--- src/rtl/mem_port_arbiter.sv ---
// Purpose: shares one single-ported memory between fetch (read-only) and data (read/write) requesters.
// Latency: request seen in IDLE -> MEM_LAT mem_en cycles -> one-cycle ack; one access per MEM_LAT+2 cycles.
// Backpressure: requesters hold req until their ack; D has priority, bounded by STREAK_MAX while fetch waits.
module mem_port_arbiter #(
    parameter int WIDTH      = 16,
    parameter int MEM_LAT    = 2,
    parameter int STREAK_MAX = 3
) (
    input  logic             clock,
    input  logic             reset,
    input  logic             i_req,
    input  logic [WIDTH-1:0] i_addr,
    output logic             i_ack,
    output logic [WIDTH-1:0] i_rdata,
    input  logic             d_req,
    input  logic             d_we,
    input  logic [WIDTH-1:0] d_addr,
    input  logic [WIDTH-1:0] d_wdata,
    output logic             d_ack,
    output logic [WIDTH-1:0] d_rdata,
    output logic             mem_en,
    output logic             mem_we,
    output logic [WIDTH-1:0] mem_addr,
    output logic [WIDTH-1:0] mem_wdata,
    input  logic [WIDTH-1:0] mem_rdata,
    output logic             busy,
    output logic             owner
);

    localparam int CW = $clog2(MEM_LAT) + 1;
    localparam int SW = (STREAK_MAX < 1) ? 1 : $clog2(STREAK_MAX + 1);

    typedef enum logic [1:0] {
        IDLE   = 2'd0,
        ACCESS = 2'd1,
        RESP   = 2'd2
    } state_t;

    state_t           state, state_nxt;
    logic [CW-1:0]    cnt, cnt_nxt;
    logic [SW-1:0]    streak, streak_nxt;
    logic             take;
    logic             grant_d;
    logic             capture;

    logic             lat_owner;
    logic             lat_we;
    logic [WIDTH-1:0] lat_addr;
    logic [WIDTH-1:0] lat_wdata;

    always_ff @(posedge clock) begin
        if (!reset) begin
            state <= IDLE;
        end else begin
            state <= state_nxt;
        end
    end

    always_comb begin
        state_nxt  = state;
        cnt_nxt    = cnt;
        streak_nxt = streak;
        take       = 1'b0;
        grant_d    = 1'b0;
        capture    = 1'b0;
        case (state)
            IDLE: begin
                if (i_req || d_req) begin
                    take    = 1'b1;
                    // A fetch that has waited out STREAK_MAX data grants wins the next slot.
                    grant_d = d_req && !(i_req && (streak == SW'(STREAK_MAX)));
                    if (grant_d && i_req) begin
                        streak_nxt = (streak == SW'(STREAK_MAX)) ? streak : streak + SW'(1);
                    end else begin
                        streak_nxt = '0;
                    end
                    cnt_nxt   = CW'(MEM_LAT - 1);
                    state_nxt = ACCESS;
                end
            end
            ACCESS: begin
                if (cnt == '0) begin
                    capture   = 1'b1;
                    state_nxt = RESP;
                end else begin
                    cnt_nxt = cnt - CW'(1);
                end
            end
            RESP: begin
                state_nxt = IDLE;
            end
            default: begin
                state_nxt = IDLE;
            end
        endcase
    end

    always_ff @(posedge clock) begin
        if (!reset) begin
            cnt       <= '0;
            streak    <= '0;
            lat_owner <= 1'b0;
            lat_we    <= 1'b0;
            lat_addr  <= '0;
            lat_wdata <= '0;
            i_rdata   <= '0;
            d_rdata   <= '0;
        end else begin
            cnt    <= cnt_nxt;
            streak <= streak_nxt;
            if (take) begin
                lat_owner <= grant_d;
                lat_we    <= grant_d && d_we;
                lat_addr  <= grant_d ? d_addr : i_addr;
                lat_wdata <= (grant_d && d_we) ? d_wdata : '0;
            end
            if (capture && !lat_we) begin
                if (lat_owner) begin
                    d_rdata <= mem_rdata;
                end else begin
                    i_rdata <= mem_rdata;
                end
            end
        end
    end

    assign busy      = (state != IDLE);
    assign owner     = busy && lat_owner;
    assign mem_en    = (state == ACCESS);
    assign mem_we    = mem_en && lat_we;
    assign mem_addr  = mem_en ? lat_addr : '0;
    assign mem_wdata = mem_en ? lat_wdata : '0;
    assign i_ack     = (state == RESP) && !lat_owner;
    assign d_ack     = (state == RESP) && lat_owner;

endmodule

--- config.mk ---
export PLATFORM = sky130hd
export DESIGN_NAME = mem_port_arbiter
export DESIGN_NICKNAME = d
export VERILOG_FILES = /design/src/rtl/mem_port_arbiter.sv
export SDC_FILE = /design/constraint.sdc
export NUM_CORES = 1
export LEC_CHECK = 0
export ABC_CLOCK_PERIOD_IN_PS = 1550
export CAP_MARGIN = 20
export CORE_ASPECT_RATIO = 0.8
export CORE_MARGIN = 3
export CORE_UTILIZATION = 25
export DETAILED_ROUTE_END_ITERATION = 10
export PLACE_DENSITY_LB_ADDON = 0.12
export SLEW_MARGIN = 20
export SYNTH_ARGS = -nofsm -noshare
export SYNTH_HDL_FRONTEND = slang
export SYNTH_SLANG_ARGS = --single-unit
--- constraint.sdc ---
create_clock -name clock -period 1.55 [get_ports clock]
set_input_delay 0.2325 -clock clock [delete_from_list [all_inputs] [get_ports clock]]
set_output_delay 0.2325 -clock clock [all_outputs]
set_load 0.01 [all_outputs]
==> impl_metrics.tcl <==
set metrics [dict create \
    status "finished with violations" \
    violations "negative setup slack" \
    synthAdderAreaFrac_pct 0.756 \
    port_buffers 138 \
    die_area_um2 14700 \
    synth_cell_type_count 34 \
    layout.nets 593 \
    place.gp.congestion 0.774 \
    worstPathRequired_ns 1.32 \
    p_leak_nw 2.14 \
    initial_utilization_pct 26.3 \
    synth_area_leader_cell "dfxtp_1" \
    ios 139 \
    synthMuxAreaShare_pct 9.68 \
    worst_pin_slew_ns 0.450 \
    syn_nets 444 \
    ant_nets 0 \
    setup_ws_ns -0.0921 \
    drive_above_1_share_pct 22.4 \
    cts_sinks 72 \
    peakVddDrop_mv 0.475 \
    r2r_cells 6 \
    ys_ff_latch 72 \
    dieHeight_um 109 \
    hold_path_class "in2reg" \
    synth_compound_area_share_pct 11.8 \
    antenna_found_initial 0 \
    grt_pass1_vias 3313 \
    setup_violations 27 \
    netlist_area_um2 3310 \
    setup_tns_ns -1.69 \
    post-route-period-util_pct 106 \
    viasPerCell 4.72 \
    rows 36 \
    track_usage_pct 15.2 \
    grt_pass1_wl_mm 17.6 \
    core_area_um2 12600 \
    vias 3275 \
    clk_latency_ns 0.33 \
    crit_path_end_kind "primary output" \
    drt-pass1-iter-count 4 \
    synth-edff-count 0 \
    finClkSkew_ns 0.00487 \
    startpoint "state[1]$_SDFFE_PN0P_" \
    antenna_cells 0 \
    worstPathArrival_ns 1.41 \
    numCtsBuffers 9 \
    total_power_mw 5.06 \
    postSynth.asyncResetShare_pct 0 \
    synth_flop_cell "dfxtp_1" \
    clockBufferDepth 2 \
    crit_type "reg2out" \
    final_cell_mix "clkdlybuf4s50_1 (99), nand2_1 (84), dfxtp_1 (70)" \
    critPathMaxFanout 8 \
    synth_top_family_by_area "simple AND/OR/NAND/NOR gates" \
    drtIter0Drc 136 \
    r2r_start "state[0]$_SDFFE_PN0P_" \
    wl_per_cell_um 16.1 \
    synthToLayoutAreaGrowth_pct 66.0 \
    synth-simple-area-share_pct 28.3 \
    grt_max_degree 38 \
    drv_cap 0 \
    cts_hold_repair.buffers 0 \
    fmax_ghz 0.609 \
    setup.worst_path.start_class "flop" \
    synth_warnings 0 \
    clkTransAtPathRegs_ns 0.05 \
    dp_hpwl_mm 7.47 \
    yosysSeqAreaShare_pct 43.6 \
    slew_headroom_pct 69.2 \
    finalCriticalPeriod_ns 1.64 \
    synth_area_per_cell_um2 8.87 \
    final_util_pct 43.7 \
    ctsRootBufferMaster "clkbuf_16" \
    grt_overflow 0 \
    cts_tree "done" \
    fillers 1204 \
    syn-instance-count 373 \
    finalHoldViolations 0 \
    dp.cells 677 \
    powerDensity_nw_per_um2 922 \
    final_cells 694 \
    die_x_um 135 \
    final_common_cell "clkdlybuf4s50_1" \
    drc 0 \
    cts_htree_levels 3 \
    rsz0062_at_grt "yes" \
    wirelength_mm 11.2 \
    yosys.area_share.xor_xnor_pct 0 \
    min_from "reset" \
    slew_viol_final 0 \
    holdPathStages 2 \
    synth_top_cell_area_share_pct 43.6 \
    dp_slack_ns -0.286 \
    yosys-top-cells-area "dfxtp_1 (44%), mux2i_1 (9.7%), nand2_1 (9.6%)" \
]
[through the flow]
stage	cell area [um2]	hold WS (ns)
6_report	5490	0.299
5_1_grt	5490	0.313
4_1_cts	5380	0.284
3_5_place_dp	5050	0.449
3_3_place_gp	5050	0.444
2_1_floorplan	3310	0.383
[logic make-up (layout without fill, tap and decap cells)]
| logic type | after synthesis | after routing |
|---|---|---|
| simple gates | 169 | 169 |
| flops | 72 | 72 |
| compound gates | 58 | 58 |
| buf+inv | 40 | 190 |
| mux | 32 | 32 |
| fa+ha+maj | 2 | 2 |
[per-layer routing]
layer	global-route usage [%]	vias up	wire length [um]
met5	0	-	0
met1	21.2	1549	5500
met2	23.4	102	5020
met4	3.78	0	127
li1	-	1612	-
met3	4.01	12	528
[sequential cells by signal, summed over array words and instances, names as in the netlist]
register   count
d_rdata       16
lat_owner      1
state          2
cnt            2
lat_wdata     16
i_rdata       16
lat_we         1
lat_addr      16
streak         2
[cells in the mapped netlist, types with 4 or more instances]
| cell | instances |
|---|---|
| nand2_1 | 85 |
| dfxtp_1 | 72 |
| and2_1 | 36 |
| mux2i_1 | 32 |
| nor4b_1 | 32 |
| clkbuf_1 | 19 |
| o22ai_1 | 18 |
| a2111oi_0 | 16 |
| a21oi_1 | 16 |
| buf_2 | 11 |
| buf_4 | 4 |
[layout make-up]
type / count / area, um2 / area share (%)
clock buffer: 10 / 239 / 4.35
clock inverter: 2 / 10.0 / 0.182
inverter: 3 / 11.3 / 0.205
multi-input combinational: 261 / 1860 / 33.9
sequential: 72 / 1440 / 26.3
tap: 171 / 214 / 3.90
timing repair buffer: 175 / 1710 / 31.1
[what timing repair did]
item / in CTS / in global routing
pin swaps: 0 / 2
endpoints found under the hold margin: 0 / 0
setup buffers: 4 / 1
resized for setup: 149 / 52
endpoints found under the setup margin: 44 / 70
gates cloned: 2 / 0
[critical path, stage by stage (launching register included)]
cell and delay (ns):
dfxtp_2 0.35, nor2b_4 0.18, buf_4 0.15, buf_12 0.12, and2_1 0.15, buf_2 0.14
[path summary, 6_finish.rpt]
kind	to	slack, ns
hold / removal	lat_we$_SDFFE_PN0P_	0.30
hold reg to reg	i_rdata[7]$_SDFFE_PN0P_	0.45
setup / recovery	mem_wdata[5]	-0.09
setup reg to reg	lat_addr[14]$_SDFFE_PN0P_	0.09
[where the power goes]
group          switching, mW  total [mW]  internal [mW]  leakage [nW]
clock network          0.722        1.81           1.08         0.126
registers             0.0699        2.05           1.98         0.589
logic                  0.563        1.20          0.640          1.43
(Power assumes the default switching activity.)
